**src/rtl/uart_tx_framer.sv**
```systemverilog
// uart_tx_framer: serial frame transmitter (start, data LSB first, optional even parity, stop)
// with parity/framing error injection. Define TX_HOLD_EN for a one-word holding register.
module uart_tx_framer #(
    parameter int WIDTH_SIZE   = 16,
    parameter int CLKS_PER_BIT = 4
) (
    input  logic                  clk,
    input  logic                  reset,
    input  logic                  valid,
    input  logic [WIDTH_SIZE-1:0] input_tx,
    input  logic                  PF,
    input  logic                  err,
    output logic                  ready,
    output logic                  Tx,
    output logic                  done
);
    localparam int BW = $clog2(WIDTH_SIZE + 1);
    localparam int CW = $clog2(CLKS_PER_BIT + 1);
    localparam logic [BW-1:0] BIT_LAST = BW'(WIDTH_SIZE - 1);
    localparam logic [CW-1:0] CLK_LAST = CW'(CLKS_PER_BIT - 1);

    typedef enum logic [2:0] {
        IDLE,
        START,
        DATA,
        PARITY,
        STOP
    } state_e;

    state_e                state_q, state_d;
    logic [CW-1:0]         clk_cnt_q, clk_cnt_d;
    logic [BW-1:0]         bit_cnt_q, bit_cnt_d;
    logic [WIDTH_SIZE-1:0] shift_q, shift_d;
    logic [WIDTH_SIZE-1:0] shift_nxt;
    logic                  pf_q, pf_d;
    logic                  par_q, par_d;
    logic                  stop_q, stop_d;
    logic                  tx_q, tx_d;
    logic                  done_q, done_d;

    logic                  bit_end;
    logic                  accept;
    logic                  load;
    logic [WIDTH_SIZE-1:0] ld_data;
    logic                  ld_pf;
    logic                  ld_err;

`ifdef TX_HOLD_EN
    logic                  hold_full_q, hold_full_d;
    logic [WIDTH_SIZE-1:0] hold_data_q, hold_data_d;
    logic                  hold_pf_q, hold_pf_d;
    logic                  hold_err_q, hold_err_d;

    assign ready = ~hold_full_q;
`else
    assign ready = (state_q == IDLE);
`endif

    assign accept    = valid & ready;
    assign bit_end   = (clk_cnt_q == CLK_LAST);
    assign shift_nxt = shift_q >> 1;
    assign Tx        = tx_q;
    assign done      = done_q;

    // Next-state logic: bit timing, serialisation and frame (re)loading.
    always_comb begin
        state_d   = state_q;
        clk_cnt_d = clk_cnt_q;
        bit_cnt_d = bit_cnt_q;
        shift_d   = shift_q;
        pf_d      = pf_q;
        par_d     = par_q;
        stop_d    = stop_q;
        tx_d      = tx_q;
        done_d    = 1'b0;
        load      = 1'b0;
        ld_data   = input_tx;
        ld_pf     = PF;
        ld_err    = err;
`ifdef TX_HOLD_EN
        hold_full_d = hold_full_q;
        hold_data_d = hold_data_q;
        hold_pf_d   = hold_pf_q;
        hold_err_d  = hold_err_q;
`endif
        unique case (state_q)
            IDLE: begin
                if (accept) load = 1'b1;
            end
            START: begin
                if (bit_end) begin
                    state_d   = DATA;
                    clk_cnt_d = '0;
                    tx_d      = shift_q[0];
                end else begin
                    clk_cnt_d = clk_cnt_q + CW'(1);
                end
            end
            DATA: begin
                if (bit_end) begin
                    clk_cnt_d = '0;
                    if (bit_cnt_q == BIT_LAST) begin
                        bit_cnt_d = '0;
                        if (pf_q) begin
                            state_d = PARITY;
                            tx_d    = par_q;
                        end else begin
                            state_d = STOP;
                            tx_d    = stop_q;
                        end
                    end else begin
                        bit_cnt_d = bit_cnt_q + BW'(1);
                        shift_d   = shift_nxt;
                        tx_d      = shift_nxt[0];
                    end
                end else begin
                    clk_cnt_d = clk_cnt_q + CW'(1);
                end
            end
            PARITY: begin
                if (bit_end) begin
                    state_d   = STOP;
                    clk_cnt_d = '0;
                    tx_d      = stop_q;
                end else begin
                    clk_cnt_d = clk_cnt_q + CW'(1);
                end
            end
            STOP: begin
                if (bit_end) begin
                    done_d    = 1'b1;
                    clk_cnt_d = '0;
`ifdef TX_HOLD_EN
                    if (hold_full_q) begin
                        load        = 1'b1;
                        ld_data     = hold_data_q;
                        ld_pf       = hold_pf_q;
                        ld_err      = hold_err_q;
                        hold_full_d = 1'b0;
                    end else if (accept) begin
                        load = 1'b1;
                    end else begin
                        state_d = IDLE;
                        tx_d    = 1'b1;
                    end
`else
                    state_d = IDLE;
                    tx_d    = 1'b1;
`endif
                end else begin
                    clk_cnt_d = clk_cnt_q + CW'(1);
                end
            end
            default: begin
                state_d = IDLE;
                tx_d    = 1'b1;
            end
        endcase
`ifdef TX_HOLD_EN
        // A word accepted while a frame is running waits in the hold register,
        // except on the STOP-end edge where it starts directly.
        if (accept && (state_q != IDLE) && !((state_q == STOP) && bit_end)) begin
            hold_full_d = 1'b1;
            hold_data_d = input_tx;
            hold_pf_d   = PF;
            hold_err_d  = err;
        end
`endif
        if (load) begin
            state_d   = START;
            clk_cnt_d = '0;
            bit_cnt_d = '0;
            shift_d   = ld_data;
            pf_d      = ld_pf;
            par_d     = (^ld_data) ^ (ld_err & ld_pf);
            stop_d    = ~(ld_err & ~ld_pf);
            tx_d      = 1'b0;
        end
    end

    // State, counters and registered line outputs; reset aborts any frame.
    always_ff @(posedge clk or negedge reset) begin
        if (!reset) begin
            state_q   <= IDLE;
            clk_cnt_q <= '0;
            bit_cnt_q <= '0;
            shift_q   <= '0;
            pf_q      <= 1'b0;
            par_q     <= 1'b0;
            stop_q    <= 1'b1;
            tx_q      <= 1'b1;
            done_q    <= 1'b0;
        end else begin
            state_q   <= state_d;
            clk_cnt_q <= clk_cnt_d;
            bit_cnt_q <= bit_cnt_d;
            shift_q   <= shift_d;
            pf_q      <= pf_d;
            par_q     <= par_d;
            stop_q    <= stop_d;
            tx_q      <= tx_d;
            done_q    <= done_d;
        end
    end

`ifdef TX_HOLD_EN
    // Holding register for the next word while a frame is in flight.
    always_ff @(posedge clk or negedge reset) begin
        if (!reset) begin
            hold_full_q <= 1'b0;
            hold_data_q <= '0;
            hold_pf_q   <= 1'b0;
            hold_err_q  <= 1'b0;
        end else begin
            hold_full_q <= hold_full_d;
            hold_data_q <= hold_data_d;
            hold_pf_q   <= hold_pf_d;
            hold_err_q  <= hold_err_d;
        end
    end
`endif

endmodule

```
**config.mk**
```make
export PLATFORM = sky130hd
export DESIGN_NAME = uart_tx_framer
export DESIGN_NICKNAME = d
export VERILOG_FILES = /design/src/rtl/uart_tx_framer.sv
export SDC_FILE = /design/constraint.sdc
export NUM_CORES = 1
export LEC_CHECK = 0
export CAP_MARGIN = 20
export CELL_PAD_IN_SITES_DETAIL_PLACEMENT = 0
export CELL_PAD_IN_SITES_GLOBAL_PLACEMENT = 1
export CORE_MARGIN = 2
export CORE_UTILIZATION = 45
export DETAILED_ROUTE_END_ITERATION = 6
export HOLD_SLACK_MARGIN = 0.05
export PLACE_DENSITY_LB_ADDON = 0.1
export RECOVER_POWER = 50
export SLEW_MARGIN = 20
export SYNTH_ARGS = -nofsm -noshare
export SYNTH_HDL_FRONTEND = slang
export SYNTH_SLANG_ARGS = --single-unit
```
**constraint.sdc**
```tcl
create_clock -name clk -period 3.3 [get_ports clk]
set_input_delay 0.99 -clock clk [delete_from_list [all_inputs] [get_ports clk]]
set_output_delay 0.99 -clock clk [all_outputs]
set_load 0.1 [all_outputs]
```
Word-level counts from Yosys, hierarchy flattened
Cells that the tools add are included.
{ "word_totals": {"output_inout_bits": 3, "mem_count": 0, "in_bits": 21, "wordCells": 71, "rom_bits": 0, "regBits": 32, "latchBits": 0, "ramBits": 0} }
{ "classes": {"n_mul": 0, "n_div": 0, "n_mux": 31, "eq_ne": 13, "shift": 0, "reduce_logical": 10, "add_sub_neg": 2, "n_lt_le_gt_ge": 0, "bitwise_logic": 6} }
{ "ops": {"columns": ["operator", "n"], "rows": [
  ["16-bit 2-to-1 mux", 4],
  ["3-bit 2-to-1 mux", 10],
  ["5-bit 2-to-1 mux", 4],
  ["16-bit XOR reduction", 1],
  ["3-bit inequality test (second input constant)", 5],
  ["3-bit case mux with 5 select lines", 1],
  ["1-bit 2-to-1 mux", 11],
  ["3-bit by 2-bit == test with 1-bit output (second input constant)", 3],
  ["6-bit AND reduction", 1],
  ["2-bit nonzero test", 3],
  ["5-bit by 1-bit adder with 5-bit output (second input constant)", 1],
  ["5-bit by 4-bit == test with 1-bit output (second input constant)", 1],
  ["1-bit case mux with 5 select lines", 1],
  ["5-bit AND reduction", 1],
  ["4-bit OR reduction", 1],
  ["3-bit by 1-bit adder with 3-bit output (second input constant)", 1],
  ["1-bit bitwise AND", 3],
  ["3-bit by 1-bit == test with 1-bit output (second input constant)", 1],
  ["3-bit == test (second input constant)", 1],
  ["3-bit logical NOT", 1],
  ["3-bit AND reduction", 1],
  ["2-bit by 1-bit inequality test with 1-bit output (second input constant)", 1],
  ["2-bit inequality test (second input constant)", 1],
  ["1-bit inverter", 2],
  ["other kinds (2)", 2]
]} }

Logic depth before layout (Yosys ltp)
{ "depth": {"depth_word": 6, "ltp_mapped": 8, "ltp_nobuf": 6} }

Worst setup path after synthesis
Ideal clock, no wire load.
{ "synth_path": {"path_type": "register to output", "from": "register state_q[1]", "to": "output ready", "required_time_ns": 2.310, "n_path_buf": 2, "t_arrival_ns": 1.691, "stages_incl_launch_ff": 5, "slack_ns": 0.619, "path_cell_list": "dfrtp_1 -> buf_2 -> or2_1 -> buf_2 -> nor2_2"} }
{ "synth_between": {"elab_chain_len": 1} }
{ "synth_lines": {"columns": ["element", "line", "text"], "rows": [
  ["start: declaration", "30", "state_e state_q, state_d;"],
  ["start signal: assignment", "194", "state_q <= state_d;"],
  ["3-bit logical NOT", "56", "assign ready = (state_q == IDLE);"],
  ["end: declaration", "13", "output logic ready,"]
]} }
No other way between the ends.

==> flow_summary.ini <==
[worst_setup_path]
crit_required_ns = 3.37
setup.worst_path.end_class = async pin
cp_max_fo = 32
cp_top_family = buffers and inverters
critical_path_class = primary input to async pin
critical_path.startpoint_type = primary input
cp_peak_stage_delay_ns = 1.23
worstPathBufferInverterCount = 2
r2r.worst_path.cells = 6
critPathSlowestCell = clkbuf_1
worstPathArrival_ns = 2.69
timing.critical_path.cells = clkdlybuf4s50_1, clkbuf_1
cp.depth = 2

[final_layout]
final_net_count = 234
final_cell_count_no_fill = 260
finalCoreUtilization_pct = 56.26
fillerInstances = 373
flow.area_growth_from_synthesis_pct = 17.84
num_antenna_cells = 0
post_route_cells_drive_above_1_share_pct = 10.38

[synthesis]
mappedNetlistNets = 213
synth_top_cells_by_count = 38 x nand2_1, 30 x dfrtp_1, 27 x nor2_1, 13 x xnor2_1, 9 x a31oi_1
synth_enable_flop_cells = 0
yosys_most_used_dff = dfrtp_1
post_synth_instance_area_um2 = 1774
yosysSeqAreaShare_pct = 45.28
yosys_warnings = 0
synth.most_common_cell = nand2_1
synth.top_cells.by_area = dfrtp_1 42%, nand2_1 8.0%, xnor2_1 6.4%
netlist-cell-type-count = 46
synthesis.instances = 190
async_flop_share_pct = 100.0
syn-mean-instance-area_um2 = 9.338
ys_seq_elements = 32
post-synth-top-area-cell = dfrtp_1
synth_top_cell_area_share_pct = 42.31

[grt]
global_route.usage.total_pct = 18.89
number_of_antenna_violations_at_the_first_check_in_global_routing = 0
globalRouteOverflowTotal = 0
global_route_wire_length_before_repair_um = 6216
pin_count_of_the_biggest_net_entering_global_routing = 33
first_global_vias = 1407

[status]
violations_in_the_final_reports = capacitance limit, slew limit
run_status = finished with violations

[clock_network]
cts_max_level = 2
ctsLongestPathBuffers = 2
tritoncts.num_buffers = 5
clkSinkCount = 32
clkLatencyLatePin_ns = 0.28
cts.reportedPaths.clkPinSlew_ns = 0.06
cts_repair_resize_count = 0
cts.root.buffer_cell = clkbuf_8
ctsHoldBuffers = 0
cts_tree = built
postCtsSetupBuffers = 0

[placement]
globalplace.congestion = 0.7621
detailed_place_hpwl_um = 2515
placedCellCount = 252
port_buffers = 23

[floorplan]
initial_utilization_pct = 47.74
boundaryPins = 24
row_count = 22
fp.dieArea_um2 = 4461
chipHeight_um = 66.79
die_x_um = 66.79
design.core.area_um2 = 3716

[drt]
initialDrtViolationCount = 91
viasPerCell = 5.477
detail_route.drc_violations = 0
drt_pre_antenna_iters = 4
num_vias = 1424
wirelength_um = 3523
drtAntennaViolNets = 0
routed_wire_length_per_instance_um = 13.55

[power]
worst_ir_drop_vdd_uv = 357.2
leakagePower_nw = 0.8973
power-per-cell-area_nw_per_um2 = 816.6
post-layout-total-power_mw = 1.707

[sta]
hold_violations = 0
final.setup_skew_ns = 0.004153
layout_min_cycle_time_ns = 2.617
setup-tns-final_ns = 0
timing.final.crit_share_pct = 79.29
final-max-slew-violation-count = 33
worst_pin_slew_ns = 1.722
setup_viol_count_final = 0
rsz0062_at_grt = false
fmax_mhz = 382.2
worst_slew_margin_rel_pct = -14.82

[min_path]
hold_path.class = flip-flop to flip-flop
hold_depth = 2

[run]
cap_viol_max_count = 1
-- state kept, by name, summed over array words and instances, names as in the netlist --
name and count:
Tx 1, state_q 3, stop_q 1, shift_q 16
bit_cnt_q 5, par_q 1, pf_q 1, done 1
clk_cnt_q 3
-- kinds of logic after synthesis --
group	share of synthesized area, %
xor gates and xnor gates	8.674
and+or+nand+nor	22.14
AOI/OAI and AO/OA	14.67
DFF	45.28
muxes	3.032
adders and majority gates	1.410
buffers and inverters	4.795
-- cell usage in the layout, fill, tap and decap left out, drive strengths merged, types with 2 or more instances in the layout --
cell	Yosys	routed
nand3	3	3
xor2	2	2
buf	9	5
dfrtp	30	30
a22oi	6	6
nand2b	2	2
a21oi	3	3
inv	2	2
nor3	4	4
dfstp	2	2
o22ai	3	3
nor2b	2	2
clkbuf	3	7
o21ai	6	6
nand2	39	39
ha	2	2
clkinv	0	2
clkdlybuf4s50	0	20
a31oi	9	9
mux2i	2	2
xnor2	13	13
nor2	28	28
-- final timing paths --
check | endpoint | slack [ns] | startpoint
worst max-delay path | shift_q[6] | 0.68 | reset
worst min-delay path | shift_q[13] | 0.49 | shift_q[13]
worst max register to register | shift_q[2] | 1.18 | bit_cnt_q[0]
worst min register to register | shift_q[13] | 0.49 | shift_q[13]
max in group clk | ready | 0.68 | state_q[1]
min in group asynchronous | state_q[0] | 1.62 | reset
-- routing by layer --
layer | up-vias | track usage [%] | wire, um
li1 | 703 | - | -
met1 | 691 | 20.91 | 1524
met2 | 28 | 33.50 | 1795
met3 | 2 | 6.757 | 180
met4 | 0 | 6.122 | 23
met5 | - | 0 | 0
-- area by class of cell --
type	instances	area, um^2	share of cell area, %
multi-input combinational	144	885.9	42.37
sequential	32	803.3	38.42
timing repair buffer	26	241.5	11.55
clock buffer	6	82.58	3.950
tap	48	60.06	2.873
clock inverter	2	10.01	0.4788
inverter	2	7.507	0.3591
-- stage by stage --
step | instance area (um^2) | worst slack, ns | hold slack, ns
floorplan | 1774 | 0.6194 | 0.4468
global placement | 2002 | 0.7553 | 0.4602
detailed placement | 2002 | 0.7100 | 0.4696
CTS | 2095 | 0.6725 | 0.4916
global route | 2091 | 0.3523 | 0.5228
finish | 2091 | 0.6835 | 0.4896
-- power breakdown --
part / switching [mW] / internal (mW) / total [mW]
Clock: 0.145 / 0.166 / 0.312
Combinational: 0.397 / 0.292 / 0.689
Sequential: 0.144 / 0.563 / 0.707
Total: 0.686 / 1.02 / 1.71
Note: power is estimated with default switching activity, not from simulation.
